--- config.mk ---
export PLATFORM = sky130hd
export DESIGN_NAME = bram_row_streamer
export DESIGN_NICKNAME = d
export VERILOG_FILES = /design/src/rtl/mm_pkg.sv /design/src/rtl/mm_sync_fifo.sv /design/src/rtl/bram_row_streamer.sv
export SDC_FILE = /design/constraint.sdc
export NUM_CORES = 1
export LEC_CHECK = 0
export ABC_AREA = 1
export BUFFER_PORTS_ARGS = -buffer_cell sky130_fd_sc_hd__buf_2
export CAP_MARGIN = 20
export CORE_ASPECT_RATIO = 0.6
export CORE_MARGIN = 1
export CORE_UTILIZATION = 25
export CTS_CLUSTER_DIAMETER = 50
export CTS_CLUSTER_SIZE = 24
export DETAILED_ROUTE_END_ITERATION = 16
export GPL_ROUTABILITY_DRIVEN = 0
export PLACE_DENSITY = 0.53
export SLEW_MARGIN = 5
export SYNTH_ARGS = -nofsm -noshare
export SYNTH_HDL_FRONTEND = slang
export SYNTH_SLANG_ARGS = --single-unit
export TNS_END_PERCENT = 20
--- constraint.sdc ---
create_clock -name clk -period 3.63 [get_ports clk]
set_input_delay 0 -clock clk [delete_from_list [all_inputs] [get_ports clk]]
set_output_delay 0 -clock clk [all_outputs]
set_load 0.02 [all_outputs]
--- src/rtl/mm_pkg.sv ---
// Shared types and default sizing for the matrix-multiply BRAM datapath.
package mm_pkg;

    localparam int unsigned MM_W          = 128;
    localparam int unsigned MM_DEPTH      = 1024;
    localparam int unsigned MM_AW         = (MM_DEPTH > 1) ? $clog2(MM_DEPTH) : 1;
    localparam int unsigned MM_RD_LAT     = 2;
    localparam int unsigned MM_FIFO_DEPTH = 4;

    typedef logic [MM_W-1:0]  word_t;
    typedef logic [MM_AW-1:0] addr_t;
    typedef logic [MM_AW:0]   len_t;

    typedef enum logic [1:0] {
        IDLE  = 2'd0,
        ISSUE = 2'd1,
        DRAIN = 2'd2,
        DONE  = 2'd3
    } strm_state_e;

endpackage

--- src/rtl/mm_sync_fifo.sv ---
// Show-ahead synchronous FIFO: head entry is visible whenever not empty.
module mm_sync_fifo #(
    parameter int unsigned W     = 129,
    parameter int unsigned DEPTH = 4,
    localparam int unsigned PW   = (DEPTH > 1) ? $clog2(DEPTH) : 1,
    localparam int unsigned CW   = $clog2(DEPTH + 1)
) (
    input  logic          clk,
    input  logic          rst_n,
    input  logic          push,
    input  logic [W-1:0]  push_data,
    input  logic          pop,
    output logic [W-1:0]  head_c,
    output logic          empty_c,
    output logic [CW-1:0] count
);

    logic [W-1:0]  mem [DEPTH];
    logic [PW-1:0] wr_ptr;
    logic [PW-1:0] rd_ptr;
    logic          do_push;
    logic          do_pop;

    // Pointer increment with explicit wrap so DEPTH need not be a power of two.
    function automatic logic [PW-1:0] ptr_inc(input logic [PW-1:0] p);
        return (p == PW'(DEPTH - 1)) ? '0 : p + PW'(1);
    endfunction

    assign empty_c = (count == '0);
    assign do_pop  = pop && !empty_c;
    assign do_push = push && ((count != CW'(DEPTH)) || do_pop);
    assign head_c  = mem[rd_ptr];

    // Storage, pointers and occupancy; storage is cleared so the head reads 0 out of reset.
    always_ff @(posedge clk or negedge rst_n) begin
        if (!rst_n) begin
            for (int i = 0; i < int'(DEPTH); i++) begin
                mem[i] <= '0;
            end
            wr_ptr <= '0;
            rd_ptr <= '0;
            count  <= '0;
        end else begin
            if (do_push) begin
                mem[wr_ptr] <= push_data;
                wr_ptr      <= ptr_inc(wr_ptr);
            end
            if (do_pop) begin
                rd_ptr <= ptr_inc(rd_ptr);
            end
            case ({do_push, do_pop})
                2'b10:   count <= count + CW'(1);
                2'b01:   count <= count - CW'(1);
                default: count <= count;
            endcase
        end
    end

endmodule

--- src/rtl/bram_row_streamer.sv ---
// Strided BRAM reader: issues credit-gated reads and streams the words out with a last marker.
module bram_row_streamer
    import mm_pkg::*;
#(
    parameter int unsigned W          = MM_W,
    parameter int unsigned DEPTH      = MM_DEPTH,
    parameter int unsigned RD_LAT     = MM_RD_LAT,
    parameter int unsigned FIFO_DEPTH = MM_FIFO_DEPTH,
    localparam int unsigned AW        = (DEPTH > 1) ? $clog2(DEPTH) : 1
) (
    input  logic          clk,
    input  logic          rst_n,
    input  logic          start,
    input  logic [AW-1:0] base_addr,
    input  logic [AW-1:0] stride,
    input  logic [AW:0]   len,
    output logic          busy,
    output logic          done,
    output logic          mem_en,
    output logic [AW-1:0] mem_addr,
    input  logic [W-1:0]  mem_dout,
    output logic          m_valid,
    output logic [W-1:0]  m_data,
    output logic          m_last,
    input  logic          m_ready
);

    localparam int unsigned LW  = AW + 1;
    localparam int unsigned FCW = $clog2(FIFO_DEPTH + 1);
    localparam int unsigned CW  = $clog2(FIFO_DEPTH + RD_LAT + 2) + 1;

    if (RD_LAT < 1 || FIFO_DEPTH < RD_LAT + 1) begin : g_cfg_check
        $fatal(1, "bram_row_streamer: FIFO_DEPTH must be >= RD_LAT+1 and RD_LAT >= 1");
    end

    strm_state_e    state;
    strm_state_e    state_d;
    logic           done_d;
    logic           mem_en_d;

    logic [AW-1:0]  stride_q;
    logic [LW-1:0]  len_q;
    logic [LW-1:0]  issued;
    logic [LW-1:0]  recv;
    logic [RD_LAT-1:0] vpipe;

    logic [LW-1:0]  sum_c;
    logic [AW-1:0]  next_addr_c;
    logic [CW-1:0]  pipe_cnt_c;
    logic [CW-1:0]  proj_c;
    logic           credit_c;
    logic           issue_last_c;
    logic           push_c;
    logic           push_last_c;
    logic           beat_c;

    logic [W:0]     head_c;
    logic           empty_c;
    logic [FCW-1:0] fifo_count;

    // Output buffer holding {last, data}; reads are only issued when a slot is reserved.
    mm_sync_fifo #(
        .W     (W + 1),
        .DEPTH (FIFO_DEPTH)
    ) u_fifo (
        .clk       (clk),
        .rst_n     (rst_n),
        .push      (push_c),
        .push_data ({push_last_c, mem_dout}),
        .pop       (beat_c),
        .head_c    (head_c),
        .empty_c   (empty_c),
        .count     (fifo_count)
    );

    assign m_valid = !empty_c;
    assign m_data  = head_c[W-1:0];
    assign m_last  = head_c[W];
    assign beat_c  = m_valid && m_ready;

    assign push_c       = vpipe[RD_LAT-1];
    assign push_last_c  = (recv == len_q - LW'(1));
    assign issue_last_c = mem_en && (issued == len_q - LW'(1));

    // Next read address with modulo-DEPTH wrap.
    always_comb begin
        sum_c       = {1'b0, mem_addr} + {1'b0, stride_q};
        next_addr_c = (sum_c >= LW'(DEPTH)) ? AW'(sum_c - LW'(DEPTH)) : AW'(sum_c);
    end

    // Credit: words owed to the FIFO next cycle if no new read is issued.
    always_comb begin
        pipe_cnt_c = '0;
        for (int i = 0; i < int'(RD_LAT); i++) begin
            pipe_cnt_c = pipe_cnt_c + CW'(vpipe[i]);
        end
        proj_c   = pipe_cnt_c + CW'(mem_en) + CW'(fifo_count) - CW'(beat_c);
        credit_c = (proj_c < CW'(FIFO_DEPTH));
    end

    // Next-state, done pulse and read-enable decode.
    always_comb begin
        state_d = state;
        done_d  = 1'b0;
        case (state)
            IDLE: begin
                if (start) begin
                    state_d = (len == '0) ? DONE : ISSUE;
                end
            end
            ISSUE: begin
                if (issue_last_c) begin
                    state_d = DRAIN;
                end
            end
            DRAIN: begin
                if (beat_c && m_last) begin
                    state_d = DONE;
                    done_d  = 1'b1;
                end
            end
            DONE: begin
                if (done) begin
                    state_d = IDLE;
                end else begin
                    done_d = 1'b1;
                end
            end
            default: state_d = IDLE;
        endcase
        mem_en_d = (state_d == ISSUE) && credit_c;
    end

    // Control state and registered status outputs.
    always_ff @(posedge clk or negedge rst_n) begin
        if (!rst_n) begin
            state  <= IDLE;
            busy   <= 1'b0;
            done   <= 1'b0;
            mem_en <= 1'b0;
        end else begin
            state  <= state_d;
            busy   <= (state_d != IDLE);
            done   <= done_d;
            mem_en <= mem_en_d;
        end
    end

    // Transfer parameters, address generator and issue/receive counters.
    always_ff @(posedge clk or negedge rst_n) begin
        if (!rst_n) begin
            mem_addr <= '0;
            stride_q <= '0;
            len_q    <= '0;
            issued   <= '0;
            recv     <= '0;
        end else if (state == IDLE && start) begin
            mem_addr <= base_addr;
            stride_q <= stride;
            len_q    <= len;
            issued   <= '0;
            recv     <= '0;
        end else begin
            if (mem_en) begin
                mem_addr <= next_addr_c;
                issued   <= issued + LW'(1);
            end
            if (push_c) begin
                recv <= recv + LW'(1);
            end
        end
    end

    // Read-valid pipe tracking BRAM latency; its tail marks mem_dout as capturable.
    always_ff @(posedge clk or negedge rst_n) begin
        if (!rst_n) begin
            vpipe <= '0;
        end else begin
            vpipe[0] <= mem_en;
            for (int i = 1; i < int'(RD_LAT); i++) begin
                vpipe[i] <= vpipe[i-1];
            end
        end
    end

endmodule

# Yosys cells after proc, flatten, opt, wreduce, memory -nomap -nowiden
# Cells that the tools add are included.
# W data, S select, Z words.
[op_classes]
addsub = 13
magnitude_cmp = 5
n_eq_ne = 11
mux = 25
bitwise_logic = 2
n_reduce_logical = 17
[ops]
columns = ["op", "count"]
rows = [
  ["$bwmux W516", 1],
  ["$mux W129", 3],
  ["$bmux W129 S2", 1],
  ["$demux W129 S2", 1],
  ["$mux W11", 4],
  ["$mux W10", 3],
  ["$add A11 B1 Y11 const B", 2],
  ["$eq A11 B11 Y1", 2],
  ["$mux W2", 7],
  ["$add A10 B10 Y11", 1],
  ["$ge A11 B11 Y1 const B", 1],
  ["$logic_not A11 Y1", 1],
  ["$sub A11 B1 Y11 const B", 1],
  ["$eq A2 B2 Y1 const B", 5],
  ["$sub A10 B1 Y10 const B", 1],
  ["$logic_and A1 B1 Y1", 8],
  ["$pmux W2 S4", 1],
  ["$reduce_bool A2 Y1", 4],
  ["$eq A2 B1 Y1 const B", 3],
  ["$ge A3 B3 Y1 const B", 2],
  ["$not A2 Y3", 2],
  ["$pmux W3 S2", 1],
  ["$add A2 B1 Y2 const B", 2],
  ["$add A3 B3 Y4", 1],
  ["other kinds (14)", 15],
]
[totals]
register_bits = 583
in_bits = 163
output_inout_bits = 143
elab_cells = 90

# Longest topological paths before layout
# Gate-level depths: netlist (run 1).
[depth]
word_depth = 9
depth_mapped = 15

# Hierarchy
# From an unflattened synthesis (run 1), not the netlist that was laid out.
[hier_totals]
hier_cells = 3529
hier_area_um2 = 28208.3
[by_module_without_submodules]
columns = ["mod", "n_inst", "cells_per_inst", "area_per_inst_um2", "seq_area_each_um2"]
rows = [
  ["mm_sync_fifo", 1, 3027, 24459.7, 13087.6],
  ["bram_row_streamer", 1, 502, 3748.6, 1501.4],
]

# Worst setup path before layout (run 1)
# Ideal clock, no wire load.
[synth_path]
kind = "register to register"
from = "reg u_fifo.count[0]"
to = "reg mem_en"
setup_ps = 78
t_arrival_ps = 2522
path_slack_ps = 1031
stages_incl_launch_ff = 14
synth_period_minus_slack_ps = 2599
path_cell_list = "dfrtp_1 -> nor2_1 -> nand2_1 -> nand2_1 -> inv_1 -> ha_1 -> inv_1 -> fa_1 -> ha_1 -> a31o_2 -> xor2_1 -> nor2_1 -> nand3_1 -> a21oi_1"
[synth_via]
elab_chain_cells = 8
elab_cells_between_ends = 11
classes_between = "add/sub (2); order compare (1); eq/ne (1); mux (2); reduce/logical (5)"
[synth_lines]
columns = ["item", "line_no", "text"]
rows = [
  ["from (decl)", "mm_sync_fifo.sv:15", "output logic [CW-1:0] count"],
  ["from (signal assigned)", "mm_sync_fifo.sv:52", "2'b10: count <= count + CW'(1);"],
  ["from (signal assigned)", "mm_sync_fifo.sv:53", "2'b01: count <= count - CW'(1);"],
  ["from (signal assigned)", "mm_sync_fifo.sv:54", "default: count <= count;"],
  ["$logic_not A3 Y1 (*)", "mm_sync_fifo.sv:29", "assign empty_c = (count == '0);"],
  ["$logic_not A1 Y1 (*)", "bram_row_streamer.sv:76", "assign m_valid = !empty_c;"],
  ["net m_valid", "bram_row_streamer.sv:22", "output logic m_valid,"],
  ["$logic_and A1 B1 Y1 (*)", "bram_row_streamer.sv:79", "assign beat_c = m_valid && m_ready;"],
  ["parallel branches: the longest is 4 deep, another holds $sub A4 B1 Y4", "--", ""],
  ["$logic_and A1 B1 Y1 (*)", "bram_row_streamer.sv:131", "mem_en_d = (state_d == ISSUE) && credit_c;"],
  ["net mem_en_d", "bram_row_streamer.sv:39", "logic mem_en_d;"],
  ["to (signal assigned)", "bram_row_streamer.sv:145", "mem_en <= mem_en_d;"],
  ["to (decl)", "bram_row_streamer.sv:19", "output logic mem_en,"],
]
# Mark *: on every way through the listed nets, which the timed path passes.
# A chain may end at the register's enable or synchronous reset.

# Worst setup path after layout (run 1)
[layout_path]
from = "reg u_fifo.rd_ptr[1]"
to = "out m_data[54]"
[layout_via]
elab_chain_cells = 4
[layout_lines]
columns = ["item", "line_no", "text"]
rows = [
  ["from (decl)", "mm_sync_fifo.sv:20", "logic [PW-1:0] rd_ptr;"],
  ["from (signal assigned)", "mm_sync_fifo.sv:49", "rd_ptr <= ptr_inc(rd_ptr);"],
  ["$not A2 Y3 (implied by the code)", "mm_sync_fifo.sv:32", "assign head_c = mem[rd_ptr];"],
  ["$bmux W129 S2", "mm_sync_fifo.sv:32", ""],
  ["$mux W129 (implied by the code) (2 in series)", "mm_sync_fifo.sv:32", ""],
  ["to (decl)", "bram_row_streamer.sv:23", "output logic [W-1:0] m_data,"],
]
# Every way passes these cells. The select of a mux whose other input is x is not followed.

==> flow_summary_export.csv, run 1 <==
group,metric,value,unit
outcome,status,"finished clean",
route,dr.pass1.iters,5,
synthesis,netlist_area,26900,um^2
sta,fmax,0.327,GHz
sta,min_period,3060,ps
sta,final-hold-violation-count,0,
route,num_vias,23974,
hold_path,hp-class,"primary input to flip-flop",
grt,first_global_vias,23420,
grt,grt_max_degree,143,
route,drtIter0Drc,2373,
route,drtAntennaViolNets,0,
route,drc,0,
synthesis,async_flop_share,100,%
sta,slew_violations,0,
synthesis,synth_area_per_cell,7.79,um^2
clock_network,clkTransAtPathRegs,80,ps
clock_network,clk_path_buf_depth,3,
synthesis,syn-num-nets,3640,
floorplanning,start_util,25.4,%
power_and_ir_drop,leakage,17.1,nW
worst_setup_path,slowest_delay,850,ps
synthesis,yosysTopAreaCell,"dfrtp_1",
worst_setup_path,r2r_slack,820,ps
floorplanning,core_area,106000,um^2
sta,tns,0,ps
synthesis,yosysSeqAreaShare,54.3,%
worst_setup_path,path_cells,"buf_4 -> o21ai_0 -> o22ai_1 -> buf_2",
cells_and_area,diodes,0,
synthesis,synth_top_area_share,54.3,%
clock_network,htree_levels,2,
cells_and_area,final_util,31.8,%
hold_path,holdCritStartpoint,"stride[6]",
power_and_ir_drop,ir_drop,0.827,mV
worst_setup_path,cp_max_fo,54,
grt,grt_antenna_before_repair,3,
worst_setup_path,required,3630,ps
cells_and_area,area_growth,25.3,%
worst_setup_path,crit_type,"flip-flop to primary output",
worst_setup_path,cp_data_arrival_time,3060,ps
synthesis,yosysMostFrequentCell,"nand2_1",
synthesis,synth_edf_count,0,
flow_run,max-cap-violations,0,
synthesis,ys_types,45,
synthesis,synthTopCellsByArea,"dfrtp_1, nand2_1, o21ai_0",
hold_path,hold_end,"stride_q[6]",
clock_network,cts-root-buf,"clkbuf_16",
synthesis,synth_seq_cells,583,
sta,worstMarginPinSlew,901,ps
route,routedWlPerCell,17.1,um
route,via_per_inst,4.55,
worst_setup_path,crit_path_end_kind,"primary output",
worst_setup_path,crit_path_top_delay_cell,"dfrtp_4",
floorplanning,dieArea,109000,um^2
place,dp_hpwl,49900,um
clock_network,clock-sinks,583,
worst_setup_path,worstReg2RegEnd,"mem_en",
grt,grt_use_total,16.3,%
place,port_buffers,305,
clock_network,cts_tree,"done",
floorplanning,num_io_pins,306,
power_and_ir_drop,power_density,945,nW/um^2
grt,grt_pass1_wl,141000,um
synthesis,netlist_instances,3451,
worst_setup_path,cp-start-kind,"flip-flop",
floorplanning,die_y,256,um
cells_and_area,nNetsFinal,3999,
cells_and_area,postLayoutCellArea,33700,um^2
worst_setup_path,r2r_cells,13,
sta,clock_skew,59.8,ps
place,dpl_cell_area,29900,um^2
synthesis,synth_ff_type,"dfrtp_1",
sta,min_period_over_period,84.3,%
sta,rsz0062_at_grt,"false",
worst_setup_path,r2r-start,"u_fifo.count[0]",
cells_and_area,drive_gt1_share,12.7,%
sta,setup_violations,0,
synthesis,synth_warnings,0,
sta,maxSlewHeadroom,40.0,%
route,drt-total-wl,89800,um
hold_path,hold_depth,4,
clock_network,insertion_delay,660,ps
floorplanning,die_w,425,um
synthesis,synthTopCellsByCount,"nand2_1, dfrtp_1, nor2_1, o21ai_0, o22ai_1",
floorplanning,core.rowCount,92,
clock_network,cts_buffers,57,
power_and_ir_drop,design_power_total,31.8,mW
grt,grt_overflow,0,
==> critical path: cells and delay by family (launching register included) <==
family	cells	cell delay (ps)
buffers and inverters	2	910
AO/OA/AOI/OAI	2	540
flip-flops	1	850
==> where the power goes <==
group / leakage, nW / internal, mW / total, mW / switching, mW
sequential: 7.35 / 9.47 / 11.2 / 1.74
clock: 1.05 / 3.76 / 6.89 / 3.12
combinational: 8.75 / 4.58 / 13.7 / 9.14
total: 17.1 / 17.8 / 31.8 / 14.0
==> repair_timing <==
action / CTS / global route
endpoints found under the hold margin: 1131 / 0
hold buffers: 162 / 0
setup buffers: 0 / 0
setup endpoints to repair: 0 / 0
resized for setup: 0 / 0
==> flip-flops by register name, indices dropped and copies added, names as in the netlist, 3 cells and up <==
| signal | count |
|---|---|
| stride_q | 10 |
| len_q | 11 |
| u_fifo.mem | 516 |
| u_fifo.count | 3 |
| recv | 11 |
| mem_addr | 10 |
| issued | 11 |
==> cells by family (layout without fill, tap and decap cells) <==
group           count (synthesis)  in the layout  share of synthesized area, %
flops                         583            583                          54.3
xor+xnor                       20             20                         0.652
buf+inv                       278            682                          4.39
fa+ha+maj                      26             26                          1.29
compound gates                472            472                          9.67
simple gates                 2072           2072                          29.7
==> metal layers <==
metal | wire [um] | share of wire (%) | vias to the layer above | global-route usage, %
li1 | - | - | 11648 | -
met4 | 1260 | 1.4 | 4 | 3.13
met1 | 45800 | 51 | 11568 | 25.0
met2 | 37600 | 42 | 655 | 23.7
met5 | 26 | 0.029 | - | 0
met3 | 5050 | 5.6 | 99 | 2.93
==> through the flow <==
stage / hold slack, ps / std cells / worst slack [ps]
3_5_place_dp: 44.6 / 4999 / 844
5_1_grt: 56.4 / 5265 / 409
2_1_floorplan: -296 / 3451 / 1030
4_1_cts: 7.66 / 5265 / 539
3_3_place_gp: 43.6 / 4999 / 883
6_report: 70.0 / 5265 / 569
==> worst max path at each step <==
stage	from	endpoint	slack, ps
after floorplan	u_fifo.count[0]	mem_en	1030
after global placement	u_fifo.count[0]	mem_en	880
after detailed placement	u_fifo.count[0]	mem_en	840
after CTS	u_fifo.rd_ptr[1]	m_data[54]	540
after global routing	u_fifo.rd_ptr[1]	m_data[54]	410
final	u_fifo.rd_ptr[1]	m_data[54]	570
==> layout make-up <==
type                       count  area [um^2]
inverter                      71          297
sequential                   583        14600
clock inverter                43          679
clock buffer                  61         1470
fill                       11202        72100
timing repair buffer         507         3740
multi-input combinational   2590        11100
tap                         1410         1760
==> placed cells by master (no fill, tap or decap), types with 3 or more instances in the layout <==
| cell | synthesis | final |
|---|---|---|
| nand4_1 | 4 | 4 |
| o21ai_1 | 23 | 23 |
| nor4_1 | 5 | 5 |
| inv_2 | 11 | 7 |
| clkinv_8 | 0 | 6 |
| inv_16 | 0 | 3 |
| buf_4 | 5 | 19 |
| o22ai_1 | 129 | 129 |
| nor2_4 | 3 | 4 |
| nand2_2 | 7 | 7 |
| inv_8 | 0 | 8 |
| nor2_1 | 295 | 295 |
| clkinv_4 | 0 | 5 |
| inv_6 | 0 | 12 |
| buf_2 | 93 | 304 |
| dfrtp_1 | 583 | 581 |
| nand2_4 | 2 | 5 |
| clkbuf_16 | 0 | 58 |
| inv_1 | 58 | 57 |
| nor3_1 | 12 | 12 |
| ha_1 | 23 | 23 |
| xor2_1 | 16 | 16 |
| nand3_1 | 39 | 39 |
| a31oi_1 | 4 | 4 |
| nand2_1 | 1694 | 1691 |
| a21oi_1 | 23 | 23 |
| dlygate4sd3_1 | 0 | 161 |
| buf_12 | 0 | 21 |
| o21ai_0 | 274 | 274 |
| bufinv_16 | 0 | 9 |
| o211ai_1 | 5 | 5 |
| inv_12 | 0 | 3 |
| fa_1 | 3 | 3 |
| xnor2_1 | 4 | 4 |
No activity file was read; power rests on OpenSTA's default activity.
==> run 2, diff against run 1 <==
--- a/config.mk
+++ b/config.mk
@@ -15,7 +15,7 @@
 export CTS_CLUSTER_SIZE = 24
 export DETAILED_ROUTE_END_ITERATION = 16
 export GPL_ROUTABILITY_DRIVEN = 0
-export PLACE_DENSITY = 0.53
+export PLACE_DENSITY = 0.54
 export SLEW_MARGIN = 5
 export SYNTH_ARGS = -nofsm -noshare
 export SYNTH_HDL_FRONTEND = slang
==> constraint.sdc (replaced) <==
create_clock -name clk -period 2.6 [get_ports clk]
set_input_delay 0 -clock clk [delete_from_list [all_inputs] [get_ports clk]]
set_output_delay 0 -clock clk [all_outputs]
set_load 0.02 [all_outputs]
==> run 2 against run 1 <==
Clock power increased by 34%; via count grew 1.7%; global-route usage is essentially flat; largest power group unchanged; non-clock buffer count increased by 42; core utilization rose by 0.40 points; highest routed layer is now met4; sequential power grew 39%; first-iteration DRC count down 3.8%; final cell count grew 0.85%; hold slack got worse by 25 ps; clock-buffer cell count unchanged; worst setup slack worse by 480 ps; critical path type unchanged.
==> flow_summary_export.csv, run 2 (synthesis gave the netlist of run 1 again) <==
group,metric,value,unit
clock_network,clkTransAtPathRegs,80,ps
floorplanning,core.rowCount,92,
power_and_ir_drop,power_density,1310,nW/um^2
grt,first_global_vias,23784,
clock_network,clk_path_buf_depth,3,
cells_and_area,postLayoutCellArea,34100,um^2
sta,rsz0062_at_grt,"true",
grt,grt_max_degree,95,
place,port_buffers,305,
sta,setup_violations,0,
floorplanning,start_util,25.4,%
grt,use_met1,25.1,%
grt,grt_use_total,16.4,%
sta,min_period,2520,ps
floorplanning,core_area,106000,um^2
sta,tns,0,ps
hold_path,hp-class,"primary input to async pin",
route,drtIter0Drc,2282,
sta,setup_slack,84.1,ps
sta,timing.hold.ws,45.3,ps
place,dp_cells,5030,
floorplanning,num_io_pins,306,
grt,grt_use_met2,23.8,%
worst_setup_path,cp_data_arrival_time,2520,ps
route,drtAntennaViolNets,0,
power_and_ir_drop,power_frac_comb,44.3,%
power_and_ir_drop,p_sw,19.6,mW
power_and_ir_drop,p_sw_share,43.9,%
grt,grt_pass1_wl,142000,um
power_and_ir_drop,design_power_total,44.5,mW
cells_and_area,nNetsFinal,4041,
sta,worstMarginPinSlew,997,ps
cells_and_area,top_register,"u_fifo.mem",
worst_setup_path,crit_path_end,"m_data[68]",
sta,final-hold-violation-count,0,
route,routedWlPerCell,16.9,um
floorplanning,dieArea,109000,um^2
power_and_ir_drop,clkPwrFrac,20.7,%
power_and_ir_drop,ir_drop,0.794,mV
worst_setup_path,r2r_slack,160,ps
worst_setup_path,cp_max_fo,69,
grt,grt_antenna_before_repair,3,
route,num_vias,24373,
outcome,status,"finished clean",
cells_and_area,final_cell_mix,"nand2_1, dfrtp_1, buf_2, nor2_1, o21ai_0",
cells_and_area,drive_gt1_share,13.5,%
floorplanning,die_y,256,um
worst_setup_path,crit_path_end_kind,"primary output",
route,drc,0,
cells_and_area,stdcell_count,5310,
power_and_ir_drop,p_int,25.0,mW
place,dpl_cell_area,30200,um^2
place,place_ws,91.4,ps
clock_network,htree_levels,2,
sta,maxSlewHeadroom,33.3,%
clock_network,cts_tree,"done",
worst_setup_path,crit_type,"flip-flop to primary output",
worst_setup_path,worstReg2RegEnd,"mem_en",
power_and_ir_drop,seq_power_share,35.0,%
worst_setup_path,cp-start-kind,"flip-flop",
worst_setup_path,r2r-start,"u_fifo.count[0]",
power_and_ir_drop,leakage,17.4,nW
sta,clock_skew,32.1,ps
route,via_per_inst,4.59,
worst_setup_path,required,2600,ps
cells_and_area,area_growth,26.9,%
worst_setup_path,path_cells,"inv_8 -> buf_12 -> o21ai_0 -> o22ai_1 -> buf_2",
clock_network,cts_buffers,57,
worst_setup_path,r2r_cells,13,
sta,fmax,0.397,GHz
route,drt-total-wl,89800,um
grt,met3_usage,2.98,%
place,dp_hpwl,52900,um
flow_run,max-cap-violations,0,
worst_setup_path,crit_path_top_delay_cell,"dfrtp_4",
cells_and_area,final_util,32.2,%
worst_setup_path,slowest_delay,600,ps
sta,slew_violations,0,
cells_and_area,largest_reg_flops,516,
grt,grt_overflow,0,
clock_network,cts-root-buf,"clkbuf_16",
sta,min_period_over_period,96.8,%
floorplanning,die_w,425,um
grt,grt_busiest_layer,"met1",
worst_setup_path,crit_path_start,"u_fifo.rd_ptr[0]",
cells_and_area,mostFrequentLayoutCell,"nand2_1",
clock_network,insertion_delay,640,ps
clock_network,clock-sinks,583,
route,dr.pass1.iters,7,
## run 2: routing by layer
| layer | routed length [um] | part of all wire, % |
|---|---|---|
| met1 | 44900 | 50 |
| met2 | 37500 | 42 |
| met5 | 0 | 0 |
| met4 | 1130 | 1.3 |
| met3 | 6250 | 7.0 |
## run 2: power by group through the flow
stage	combinational [mW]	sequential [mW]	clock, mW
finish	19.8	15.6	9.21
global route	22.1	16.1	9.84
CTS	19.7	15.5	9.49
detailed placement	19.4	15.6	0
global placement	19.1	15.6	0
floorplan	12.8	15.1	0
## run 2: worst min-delay path by stage
stage / slack, ps / end / cells past startpoint
floorplan: -300 / busy / 0
global placement: 150 / u_fifo.mem[266] / 1
detailed placement: 160 / u_fifo.mem[266] / 1
CTS: 20 / u_fifo.mem[266] / 2
global route: 50 / u_fifo.mem[8] / 2
finish: 50 / u_fifo.mem[8] / 2
## run 2: layout make-up
class	count	area, um^2
Multi-Input combinational cell	2590	11200
Clock buffer	61	1440
Fill cell	11170	71700
Antenna cell	2	5.00
Tap cell	1410	1760
Sequential cell	583	14600
Clock inverter	44	618
Inverter	71	292
Timing Repair Buffer	549	4220
## run 2: critical path: cells and delay by family, from the launching register on
kind            cells  cell delay [ps]
flops               1              600
compound gates      2              500
buf+inv             3              690
## run 2: timing repair
action,4_1_cts,5_1_grt
hold buffers,173,0
hold endpoints to repair,829,0
resized for setup,0,12
setup buffers,0,0
setup endpoints to repair,0,23
==> run 3, diff against run 2 <==
--- a/config.mk
+++ b/config.mk
@@ -15,7 +15,8 @@
 export CTS_CLUSTER_SIZE = 24
 export DETAILED_ROUTE_END_ITERATION = 16
 export GPL_ROUTABILITY_DRIVEN = 0
-export PLACE_DENSITY = 0.54
+export PLACE_DENSITY = 0.53
+export REMOVE_ABC_BUFFERS = 1
 export SLEW_MARGIN = 5
 export SYNTH_ARGS = -nofsm -noshare
 export SYNTH_HDL_FRONTEND = slang
==> constraint.sdc (replaced) <==
create_clock -name clk -period 2.7 [get_ports clk]
set_input_delay 0 -clock clk [delete_from_list [all_inputs] [get_ports clk]]
set_output_delay 0 -clock clk [all_outputs]
set_load 0.02 [all_outputs]
==> run 3 against run 2 <==
Sequential cell count unchanged; combinational power down 3%; sequential power down 4%; cell area up 0.99%; critical endpoint is now m_data[83].
==> flow_summary_export.csv, run 3 (synthesis gave the netlist of run 1 again) <==
group,metric,value,unit
clock_network,insertion_delay,640,ps
grt,grt_pass1_wl,145000,um
cells_and_area,final_cell_mix,"nand2_1, dfrtp_1, buf_2, nor2_1, o21ai_0",
clock_network,htree_levels,2,
floorplanning,die_y,256,um
sta,final-hold-violation-count,0,
clock_network,cts-root-buf,"clkbuf_16",
grt,first_global_vias,23697,
floorplanning,dieArea,109000,um^2
floorplanning,num_io_pins,306,
hold_path,hp-class,"primary input to flip-flop",
cells_and_area,mostFrequentLayoutCell,"nand2_1",
flow_run,max-cap-violations,0,
cells_and_area,area_growth,28.2,%
worst_setup_path,crit_type,"flip-flop to primary output",
sta,tns,0,ps
worst_setup_path,cp-start-kind,"flip-flop",
grt,grt_max_degree,130,
clock_network,clock-sinks,583,
power_and_ir_drop,seq_power_share,34.3,%
hold_path,holdCritStartpoint,"len[1]",
power_and_ir_drop,clkPwrFrac,21.8,%
grt,grt_use_total,16.8,%
sta,setup_violations,0,
place,dp_hpwl,54000,um
place,port_buffers,305,
grt,grt_antenna_before_repair,6,
grt,grt_overflow,0,
power_and_ir_drop,power_density,1270,nW/um^2
sta,slew_violations,0,
worst_setup_path,r2r-start,"mem_addr[0]",
floorplanning,core_area,106000,um^2
cells_and_area,fillers,11100,
cells_and_area,nNetsFinal,4050,
outcome,status,"finished clean",
floorplanning,die_w,425,um
worst_setup_path,r2r_slack,130,ps
sta,maxSlewHeadroom,40.4,%
route,via_per_inst,4.60,
route,num_vias,24489,
floorplanning,start_util,25.4,%
sta,clock_skew,26.6,ps
sta,min_period_over_period,96.2,%
floorplanning,core.rowCount,92,
route,drc,0,
sta,rsz0062_at_grt,"false",
cells_and_area,top_register,"u_fifo.mem",
route,dr.pass1.iters,5,
sta,fmax,0.385,GHz
worst_setup_path,cp_max_fo,69,
sta,min_period,2600,ps
clock_network,clkTransAtPathRegs,90,ps
clock_network,cts_tree,"done",
cells_and_area,stdcell_count,5324,
clock_network,cts_buffers,61,
route,drtIter0Drc,2332,
worst_setup_path,required,2700,ps
power_and_ir_drop,p_int,24.2,mW
place,dp_cells,5025,
power_and_ir_drop,leakage,17.5,nW
worst_setup_path,cp_data_arrival_time,2600,ps
route,drt-total-wl,92400,um
route,routedWlPerCell,17.3,um
route,drtAntennaViolNets,0,
power_and_ir_drop,ir_drop,0.589,mV
worst_setup_path,crit_path_end_kind,"primary output",
power_and_ir_drop,p_sw_share,44.7,%
power_and_ir_drop,power_frac_comb,43.9,%
cells_and_area,largest_reg_flops,516,
worst_setup_path,crit_path_start,"u_fifo.rd_ptr[0]",
clock_network,clk_path_buf_depth,3,
power_and_ir_drop,p_sw,19.6,mW
sta,worstMarginPinSlew,894,ps
cells_and_area,drive_gt1_share,13.6,%
cells_and_area,diodes,0,
-- run 3: cell count changes in the layout (fill, tap and decap cells not counted), moves of 6 or more --
cell           change
buf_4              -7
bufinv_16          -6
dlygate4sd3_1      +9
clkinv_8           +7
inv_16             +6
buf_12             +7
clkbuf_16          +6
-- run 3: routing by layer --
layer | global-route usage [%] | up-vias | share of wire, %
met1 | 25.6 | 11832 | 49
met2 | 24.7 | 773 | 42
met5 | 0 | - | 0.063
met3 | 2.72 | 116 | 6.5
met4 | 3.26 | 8 | 1.6
li1 | - | 11760 | -
-- run 3: what timing repair did --
action | in CTS | in global routing
setup buffers | 0 | 0
endpoints found under the setup margin | 0 | 26
resized for setup | 0 | 6
hold endpoints to repair | 1029 | 0
hold buffers | 183 | 0
-- run 3: per-stage QoR --
step | util [%] | worst slack (ps) | total power, mW | cell area (um^2) | hold WS [ps]
after global routing | 32.6 | 6.84 | 47.0 | 34400 | 94.5
after floorplan | - | -7730 | 26.0 | 26000 | -296
after global placement | 28.6 | 83.6 | 33.6 | 30300 | 97.7
after detailed placement | 28.6 | 202 | 33.8 | 30300 | 79.5
final | 32.6 | 103 | 43.8 | 34400 | 122
after CTS | 32.5 | 48.5 | 44.0 | 34400 | 50.9
-- run 3: worst max-delay path: stages, from the launching register on --
cell and delay (ps):
dfrtp_4 600, inv_8 220, buf_12 340, o21ai_0 150
o22ai_1 370, buf_2 250
-- run 3: cell type report --
| type | count | area, um^2 | area share (%) |
|---|---|---|---|
| clock buffers | 68 | 1640 | 4.75 |
| multi-input cells | 2590 | 11100 | 32.4 |
| flip-flops and latches | 583 | 14600 | 42.4 |
| repair buffers | 554 | 4320 | 12.6 |
| inverters | 71 | 297 | 0.861 |
| clock inverters | 48 | 677 | 1.97 |
| well taps | 1410 | 1760 | 5.12 |
-- run 3: worst paths after layout --
| kind | end | depth (start not counted) |
|---|---|---|
| worst min register to register | vpipe[1] | 0 |
| worst max-delay path | m_data[83] | 5 |
| min in group asynchronous | u_fifo.mem[460] | 3 |
| worst min-delay path | len_q[1] | 4 |
| worst max register to register | mem_addr[6] | 9 |
| max in group asynchronous | u_fifo.mem[219] | 4 |
-- run 3: power groups by stage --
| stage | Sequential, mW | Clock [mW] | Combinational [mW] |
|---|---|---|---|
| after floorplan | 14.9 | 0 | 11.1 |
| after global placement | 15.0 | 0 | 18.5 |
| after detailed placement | 15.0 | 0 | 18.7 |
| after CTS | 15.0 | 9.84 | 19.2 |
| after global routing | 15.5 | 10.2 | 21.4 |
| final | 15.0 | 9.56 | 19.2 |
